`src/rtl/sakebi_rmii_rx_axis.sv`:
```
// sakebi_rmii_rx_axis
//   RMII receive path to AXI-Stream. Strips preamble/SFD, packs frame bytes
//   LSB-first into DATA_WIDTH beats, checks the CRC-32 FCS and buffers beats
//   in a FIFO_DEPTH-entry FIFO whose head drives the AXIS output directly.
// Ports:
//   i_rmii_REF_CLK  50 MHz clock (rising edge only)
//   i_axis_ARESETn  asynchronous active-low reset
//   i_rmii_CRS_DV   carrier sense / data valid
//   i_rmii_RXD      receive dibit
//   o_axis_T*       AXIS master (TUSER = frame error, valid with TLAST)
//   i_axis_TREADY   AXIS sink ready
//   o_rx_frames     saturating count of good frames
//   o_rx_errors     saturating count of errored frames
module sakebi_rmii_rx_axis #(
    parameter int DATA_WIDTH = 8,
    parameter int FIFO_DEPTH = 16,
    parameter bit CHECK_FCS  = 1'b1
) (
    input  logic                    i_rmii_REF_CLK,
    input  logic                    i_axis_ARESETn,
    input  logic                    i_rmii_CRS_DV,
    input  logic [1:0]              i_rmii_RXD,
    output logic                    o_axis_TVALID,
    input  logic                    i_axis_TREADY,
    output logic [DATA_WIDTH-1:0]   o_axis_TDATA,
    output logic [DATA_WIDTH/8-1:0] o_axis_TKEEP,
    output logic                    o_axis_TLAST,
    output logic                    o_axis_TUSER,
    output logic [15:0]             o_rx_frames,
    output logic [15:0]             o_rx_errors
);

    localparam int KW  = DATA_WIDTH / 8;
    localparam int NBW = $clog2(KW) + 1;
    localparam int AW  = $clog2(FIFO_DEPTH);
    localparam int EW  = DATA_WIDTH + KW + 2;
    localparam logic [31:0] CRC_RESIDUE = 32'hDEBB20E3;

    typedef enum logic [1:0] {IDLE, PREAMBLE, DATA, DROP} state_t;

    state_t                state_q, state_d;
    logic                  crs_q;
    logic [1:0]            rxd_q;
    logic                  saw01_q, saw01_d;
    logic [1:0]            dib_q, dib_d;
    logic [7:0]            sr_q, sr_d;
    logic [31:0]           crc_q, crc_d;
    logic [DATA_WIDTH-1:0] beat_q, beat_d;
    logic [NBW-1:0]        nb_q, nb_d;
    logic                  term_q, term_d;

    logic [EW-1:0]         mem_q [FIFO_DEPTH];
    logic [AW:0]           wp_q, rp_q;
    logic                  full, empty, can_wr, rd_en;
    logic                  wr_en, wr_last, wr_user;
    logic [DATA_WIDTH-1:0] wr_data;
    logic [KW-1:0]         wr_keep;
    logic [7:0]            new_byte;

    function automatic logic [31:0] crc_byte(input logic [31:0] c, input logic [7:0] b);
        logic [31:0] r;
        r = c ^ {24'h0, b};
        for (int unsigned i = 0; i < 8; i++)
            r = r[0] ? ((r >> 1) ^ 32'hEDB88320) : (r >> 1);
        return r;
    endfunction

    assign full   = (wp_q[AW] != rp_q[AW]) && (wp_q[AW-1:0] == rp_q[AW-1:0]);
    assign empty  = (wp_q == rp_q);
    // A full FIFO still accepts a write when the head is leaving this cycle.
    assign can_wr = !full || i_axis_TREADY;
    assign rd_en  = !empty && i_axis_TREADY;

    assign o_axis_TVALID = !empty;
    assign {o_axis_TLAST, o_axis_TUSER, o_axis_TKEEP, o_axis_TDATA} = mem_q[rp_q[AW-1:0]];

    // Byte completed by the current dibit (first dibit ends up in [1:0]).
    assign new_byte = {rxd_q, sr_q[7:2]};

    always_comb begin
        state_d = state_q;
        saw01_d = saw01_q;
        dib_d   = dib_q;
        sr_d    = sr_q;
        crc_d   = crc_q;
        beat_d  = beat_q;
        nb_d    = nb_q;
        term_d  = term_q;
        wr_en   = 1'b0;
        wr_data = beat_q;
        wr_keep = '1;
        wr_last = 1'b0;
        wr_user = 1'b0;
        case (state_q)
            IDLE: begin
                saw01_d = 1'b0;
                if (crs_q) state_d = PREAMBLE;
            end
            PREAMBLE: begin
                if (!crs_q) begin
                    state_d = IDLE;
                end else begin
                    case (rxd_q)
                        2'b01: saw01_d = 1'b1;
                        2'b10: state_d = DROP;
                        2'b11: begin
                            if (saw01_q) begin
                                state_d = DATA;
                                dib_d   = '0;
                                crc_d   = '1;
                                beat_d  = '0;
                                nb_d    = '0;
                            end else begin
                                state_d = DROP;
                            end
                        end
                        default: ;
                    endcase
                end
            end
            DATA: begin
                if (!crs_q) begin
                    if (nb_q != '0) begin
                        for (int unsigned b = 0; b < KW; b++)
                            wr_keep[b] = (NBW'(b) < nb_q);
                        wr_last = 1'b1;
                        wr_user = (dib_q != '0) || (CHECK_FCS && (crc_q != CRC_RESIDUE));
                        if (can_wr) begin
                            wr_en   = 1'b1;
                            state_d = IDLE;
                        end else begin
                            state_d = DROP;
                            term_d  = 1'b1;
                        end
                    end else begin
                        state_d = IDLE;
                    end
                end else begin
                    sr_d  = new_byte;
                    dib_d = dib_q + 2'd1;
                    if (dib_q == 2'd3) begin
                        crc_d = crc_byte(crc_q, new_byte);
                        // A full beat is only released once another byte proves it is not last.
                        if (nb_q == NBW'(KW)) begin
                            if (can_wr) begin
                                wr_en       = 1'b1;
                                beat_d      = '0;
                                beat_d[7:0] = new_byte;
                                nb_d        = NBW'(1);
                            end else begin
                                state_d = DROP;
                                term_d  = 1'b1;
                            end
                        end else begin
                            for (int unsigned b = 0; b < KW; b++)
                                if (nb_q == NBW'(b)) beat_d[8*b +: 8] = new_byte;
                            nb_d = nb_q + 1'b1;
                        end
                    end
                end
            end
            DROP: begin
                if (term_q) begin
                    wr_data = '0;
                    wr_keep = '0;
                    wr_last = 1'b1;
                    wr_user = 1'b1;
                    if (can_wr) begin
                        wr_en  = 1'b1;
                        term_d = 1'b0;
                    end
                end
                if (!crs_q && (!term_q || can_wr)) state_d = IDLE;
            end
            default: state_d = IDLE;
        endcase
    end

    always_ff @(posedge i_rmii_REF_CLK or negedge i_axis_ARESETn) begin
        if (!i_axis_ARESETn) begin
            crs_q   <= 1'b0;
            rxd_q   <= '0;
            state_q <= IDLE;
            saw01_q <= 1'b0;
            dib_q   <= '0;
            sr_q    <= '0;
            crc_q   <= '1;
            beat_q  <= '0;
            nb_q    <= '0;
            term_q  <= 1'b0;
        end else begin
            crs_q   <= i_rmii_CRS_DV;
            rxd_q   <= i_rmii_RXD;
            state_q <= state_d;
            saw01_q <= saw01_d;
            dib_q   <= dib_d;
            sr_q    <= sr_d;
            crc_q   <= crc_d;
            beat_q  <= beat_d;
            nb_q    <= nb_d;
            term_q  <= term_d;
        end
    end

    always_ff @(posedge i_rmii_REF_CLK or negedge i_axis_ARESETn) begin
        if (!i_axis_ARESETn) begin
            wp_q <= '0;
            rp_q <= '0;
            for (int unsigned i = 0; i < FIFO_DEPTH; i++) mem_q[i] <= '0;
        end else begin
            if (wr_en) begin
                mem_q[wp_q[AW-1:0]] <= {wr_last, wr_user, wr_keep, wr_data};
                wp_q <= wp_q + 1'b1;
            end
            if (rd_en) rp_q <= rp_q + 1'b1;
        end
    end

    always_ff @(posedge i_rmii_REF_CLK or negedge i_axis_ARESETn) begin
        if (!i_axis_ARESETn) begin
            o_rx_frames <= '0;
            o_rx_errors <= '0;
        end else if (wr_en && wr_last) begin
            if (wr_user) begin
                if (o_rx_errors != 16'hFFFF) o_rx_errors <= o_rx_errors + 16'd1;
            end else begin
                if (o_rx_frames != 16'hFFFF) o_rx_frames <= o_rx_frames + 16'd1;
            end
        end
    end

endmodule

```
`config.mk`:
```
export PLATFORM = sky130hd
export DESIGN_NAME = sakebi_rmii_rx_axis
export DESIGN_NICKNAME = d
export VERILOG_FILES = /design/src/rtl/sakebi_rmii_rx_axis.sv
export SDC_FILE = /design/constraint.sdc
export NUM_CORES = 1
export LEC_CHECK = 0
export ABC_AREA = 0
export CAP_MARGIN = 40
export CORE_MARGIN = 2
export CORE_UTILIZATION = 50
export DETAILED_ROUTE_END_ITERATION = 7
export GPL_TIMING_DRIVEN = 1
export PLACE_DENSITY = 0.69
export SLEW_MARGIN = 40
export SYNTH_ARGS = -nofsm -noshare
export SYNTH_HDL_FRONTEND = slang
export SYNTH_SLANG_ARGS = --single-unit
```
`constraint.sdc`:
```
create_clock -name i_rmii_REF_CLK -period 3 [get_ports i_rmii_REF_CLK]
set_input_delay 0.6 -clock i_rmii_REF_CLK [delete_from_list [all_inputs] [get_ports i_rmii_REF_CLK]]
set_output_delay 0.6 -clock i_rmii_REF_CLK [all_outputs]
set_load 0.02 [all_outputs]
```
==> qor.csv <==
stage,metric,value,unit
clock_tree,clkSlewWorstSetupHoldPaths,60,ps
worst_setup_path,criticalPathCategory,register to primary output,
global_routing,antenna_found_initial,0,
yosys,ys_seq_area_share,52.9,%
cells_and_area,syn_to_final_growth,16.8,%
routing,vias,7654,
yosys,yosysMostFrequentCell,dfrtp_1,
worst_setup_path,rrSetupSlack,350,ps
routing,wl_per_cell,21.2,microns
run,cap_violations,0,
global_routing,grt_pass1_wl,46500,microns
cells_and_area,final_nets,1013,
sta,max_slew.worst_pin.slew,903,ps
worst_setup_path,worstPathArrival,2540,ps
cells_and_area,final_cell_area,15200,sq um
sta,max_slew_margin,39.8,%
sta,slew_viol_final,0,
sta,setup_violations,11,
yosys,ys.flop_type,dfrtp_1,
die,die_w,165,microns
worst_setup_path,timing.rr.start,rp_q[0]$_DFFE_PN0P_,
die,core-area,25800,sq um
yosys,yosysWarnings,0,
yosys,synth_edf_count,0,
clock_tree,cts_htree_levels,1,
clock_tree,cts.sinks,274,
yosys,synth_top_area_cell,dfrtp_1,
sta,fin_skew,15.7,ps
yosys,synth_top_family_by_area,multiplexers,
die,fp-row-count,59,
global_routing,grt_max_degree,75,
placed_design,place_ws,67.1,ps
yosys,synth_compound_area_share,3.20,%
worst_setup_path,crit_path_start_kind,register,
worst_setup_path,worstRegToRegCells,8,
pwr,power,13.3,mW
clock_tree,cts_buffer_depth,3,
sta,hold_viol_final,1,
routing,route.detailed.drc,0,
clock_tree,cts_buffers,30,
worst_setup_path,worstSetupStartpoint,rp_q[0]$_DFFE_PN0P_,
die,initial_core_util,50.5,%
clock_tree,tritoncts,done,
die,die_h,165,microns
yosys,synthTopCellsByArea,"dfrtp_1 (46%), mux2_2 (15%), mux4_2 (9.5%)",
sta,finalSetupTns,-965,ps
outcome,violations,"negative hold slack, negative setup slack",
placed_design,place.gp.congestion,0.802,
routing,viasPerCell,5.64,
sta,period_share,105,%
placed_design,placed_area,14000,sq um
clock_tree,clk_latency,550,ps
clock_tree,ctsHoldBuffers,0,
worst_setup_path,critPathCapture,o_axis_TDATA[5],
yosys,synth_area,13000,sq um
sta,max_freq,319,MHz
placed_design,dp_cells,1289,
cells_and_area,antenna_cells,0,
clock_tree,clock-root-buffer,clkbuf_16,
routing,dr.pass1.iters,4,
pwr,p_leak,6.95,nW
yosys,synth_seq_cells,274,
yosys,yosys.area.top_type_share,46.5,%
global_routing,grt-ovfl-total,0,
worst_setup_path,r2r-end,mem_q[113]$_DFFE_PN0P_,
global_routing,grt_pass1_vias,8126,
routing,drt_iter0_markers,547,
cells_and_area,drive_above_1_share,37.6,%
yosys,synth_mux_area_share,25.0,%
sta,hold_slack,-5.68,ps
sta,setup_ws,-136,ps
placed_design,port_buffers,49,
routing,routed_wl,28800,microns
routing,ant_nets,0,
sta,fin_crit,3140,ps
yosys,synth_commonest_cells,"dfrtp_1 (242), mux2_2 (177), xnor2_1 (76)",
min_path,hold_path_class,primary input to async pin,
sta,rsz0062_at_grt,yes,
outcome,status,"complete, but fails checks",
yosys,synth-simple-area-share,7.13,%
pwr,ir_drop,1030,uV
cells_and_area,fin_cells,1357,
yosys,synthDistinctLibCells,52,
worst_setup_path,critPathMaxFanout,5,
yosys,synthCells,934,
yosys,synthXorXnorAreaFrac,8.59,%
yosys,syn-mean-instance-area,14.0,sq um
die,die_area,27400,sq um
yosys,async_flop_share,100,%
yosys,synthAdderAreaFrac,0.864,%
pwr,p_per_area,875,nW/um^2
worst_setup_path,cp_data_required_time,2400,ps
yosys,synth_nets,949,
placed_design,hpwl,18100,microns
worst_setup_path,end_kind,primary output,
die,pin_count,50,
global_routing,track_usage,22.1,%
==> layer usage <==
metal  vias up  track usage (%)  part of all wire (%)
li1       3490                -                     -
met1      3951             30.8                    44
met2       148             36.2                    49
met3        65             2.65                   3.3
met4         0             7.41                   3.5
met5         -                0                     0
==> sequential cells by signal (all words and copies together), names as in the netlist <==
signal,cells
term_q,1
o_rx_errors,16
sr_q,6
nb_q,1
rxd_q,2
o_rx_frames,16
saw01_q,1
wp_q,5
state_q,2
mem_q,176
crc_q,32
crs_q,1
dib_q,2
beat_q,8
rp_q,5
==> cells in the final DEF (no fill, tap or decap), types with 4 or more instances in the layout <==
master / netlist / layout
a21oi_1: 29 / 29
a22o_1: 7 / 7
and2_0: 9 / 8
and2_1: 6 / 7
and3_1: 21 / 18
and4_1: 4 / 4
buf_12: 0 / 12
buf_16: 0 / 4
buf_4: 1 / 20
buf_6: 0 / 15
clkbuf_1: 32 / 11
clkbuf_16: 0 / 30
clkbuf_8: 2 / 5
clkdlybuf4s50_1: 0 / 36
clkinv_2: 0 / 6
dfrtp_1: 242 / 240
dfstp_2: 32 / 32
ha_1: 9 / 9
inv_1: 10 / 10
mux2_2: 177 / 177
mux4_2: 55 / 55
nand2_1: 36 / 36
nand3_1: 17 / 17
nand4_1: 18 / 18
nor2_1: 32 / 32
nor2b_1: 4 / 4
nor3_1: 5 / 5
o21ai_0: 9 / 9
o22a_1: 9 / 9
xnor2_1: 76 / 75
xnor2_2: 3 / 4
xor2_1: 31 / 31
==> worst max-delay path, cell delays in order (launching register included) <==
cell and delay, ps:
dfrtp_4 500, buf_12 150, buf_12 130, buf_16 140
mux4_2 420, mux4_2 500, buf_6 150
==> layout make-up <==
cell class | instances | area [sq um]
sequential | 274 | 6900
clock inverter | 10 | 87.6
multi-input combinational | 592 | 5840
clock buffer | 46 | 861
inverter | 10 | 37.5
tap | 335 | 419
fill | 2003 | 10600
timing repair buffer | 90 | 1070
==> power by group <==
part           internal (mW)  leakage, nW  switching [mW]
sequential              4.21         3.67           0.393
clock                   2.06        0.465            1.47
combinational           2.61         2.82            2.57
==> stage by stage <==
stage	hold WS [ps]	util [%]
2_1_floorplan	304	-
3_3_place_gp	464	54.2
3_5_place_dp	471	54.3
4_1_cts	10.5	59.1
5_1_grt	30.6	58.9
6_report	-5.68	58.9
==> logic make-up after synthesis <==
family	Yosys count
AO/OA/AOI/OAI	65
AND/OR/NAND/NOR	169
XOR/XNOR	115
flip-flops	274
adder cells (fa/ha/maj)	9
buffers and inverters	68
multiplexers	234
==> worst min-delay path by stage <==
| stage | depth (start not counted) | start | endpoint | slack [ps] |
|---|---|---|---|---|
| finish | 1 | i_axis_ARESETn | mem_q[100]$_DFFE_PN0P_ | -6 |
| global route | 1 | i_axis_ARESETn | mem_q[100]$_DFFE_PN0P_ | 30 |
| CTS | 1 | i_axis_ARESETn | mem_q[23]$_DFFE_PN0P_ | 10 |
| detailed placement | 1 | mem_q[55]$_DFFE_PN0P_ | mem_q[55]$_DFFE_PN0P_ | 470 |
| global placement | 1 | mem_q[55]$_DFFE_PN0P_ | mem_q[55]$_DFFE_PN0P_ | 460 |
| floorplan | 0 | i_axis_ARESETn | beat_q[0]$_DFFE_PN0P_ | 300 |
==> timing repair <==
| action | 4_1_cts | 5_1_grt |
|---|---|---|
| gates cloned | 6 | 0 |
| buffers inserted | 8 | 0 |
| endpoints found under the setup margin | 12 | 11 |
| pin swaps | 0 | 0 |
| resized for setup | 79 | 0 |
No activity file was read; power rests on OpenSTA's default activity.
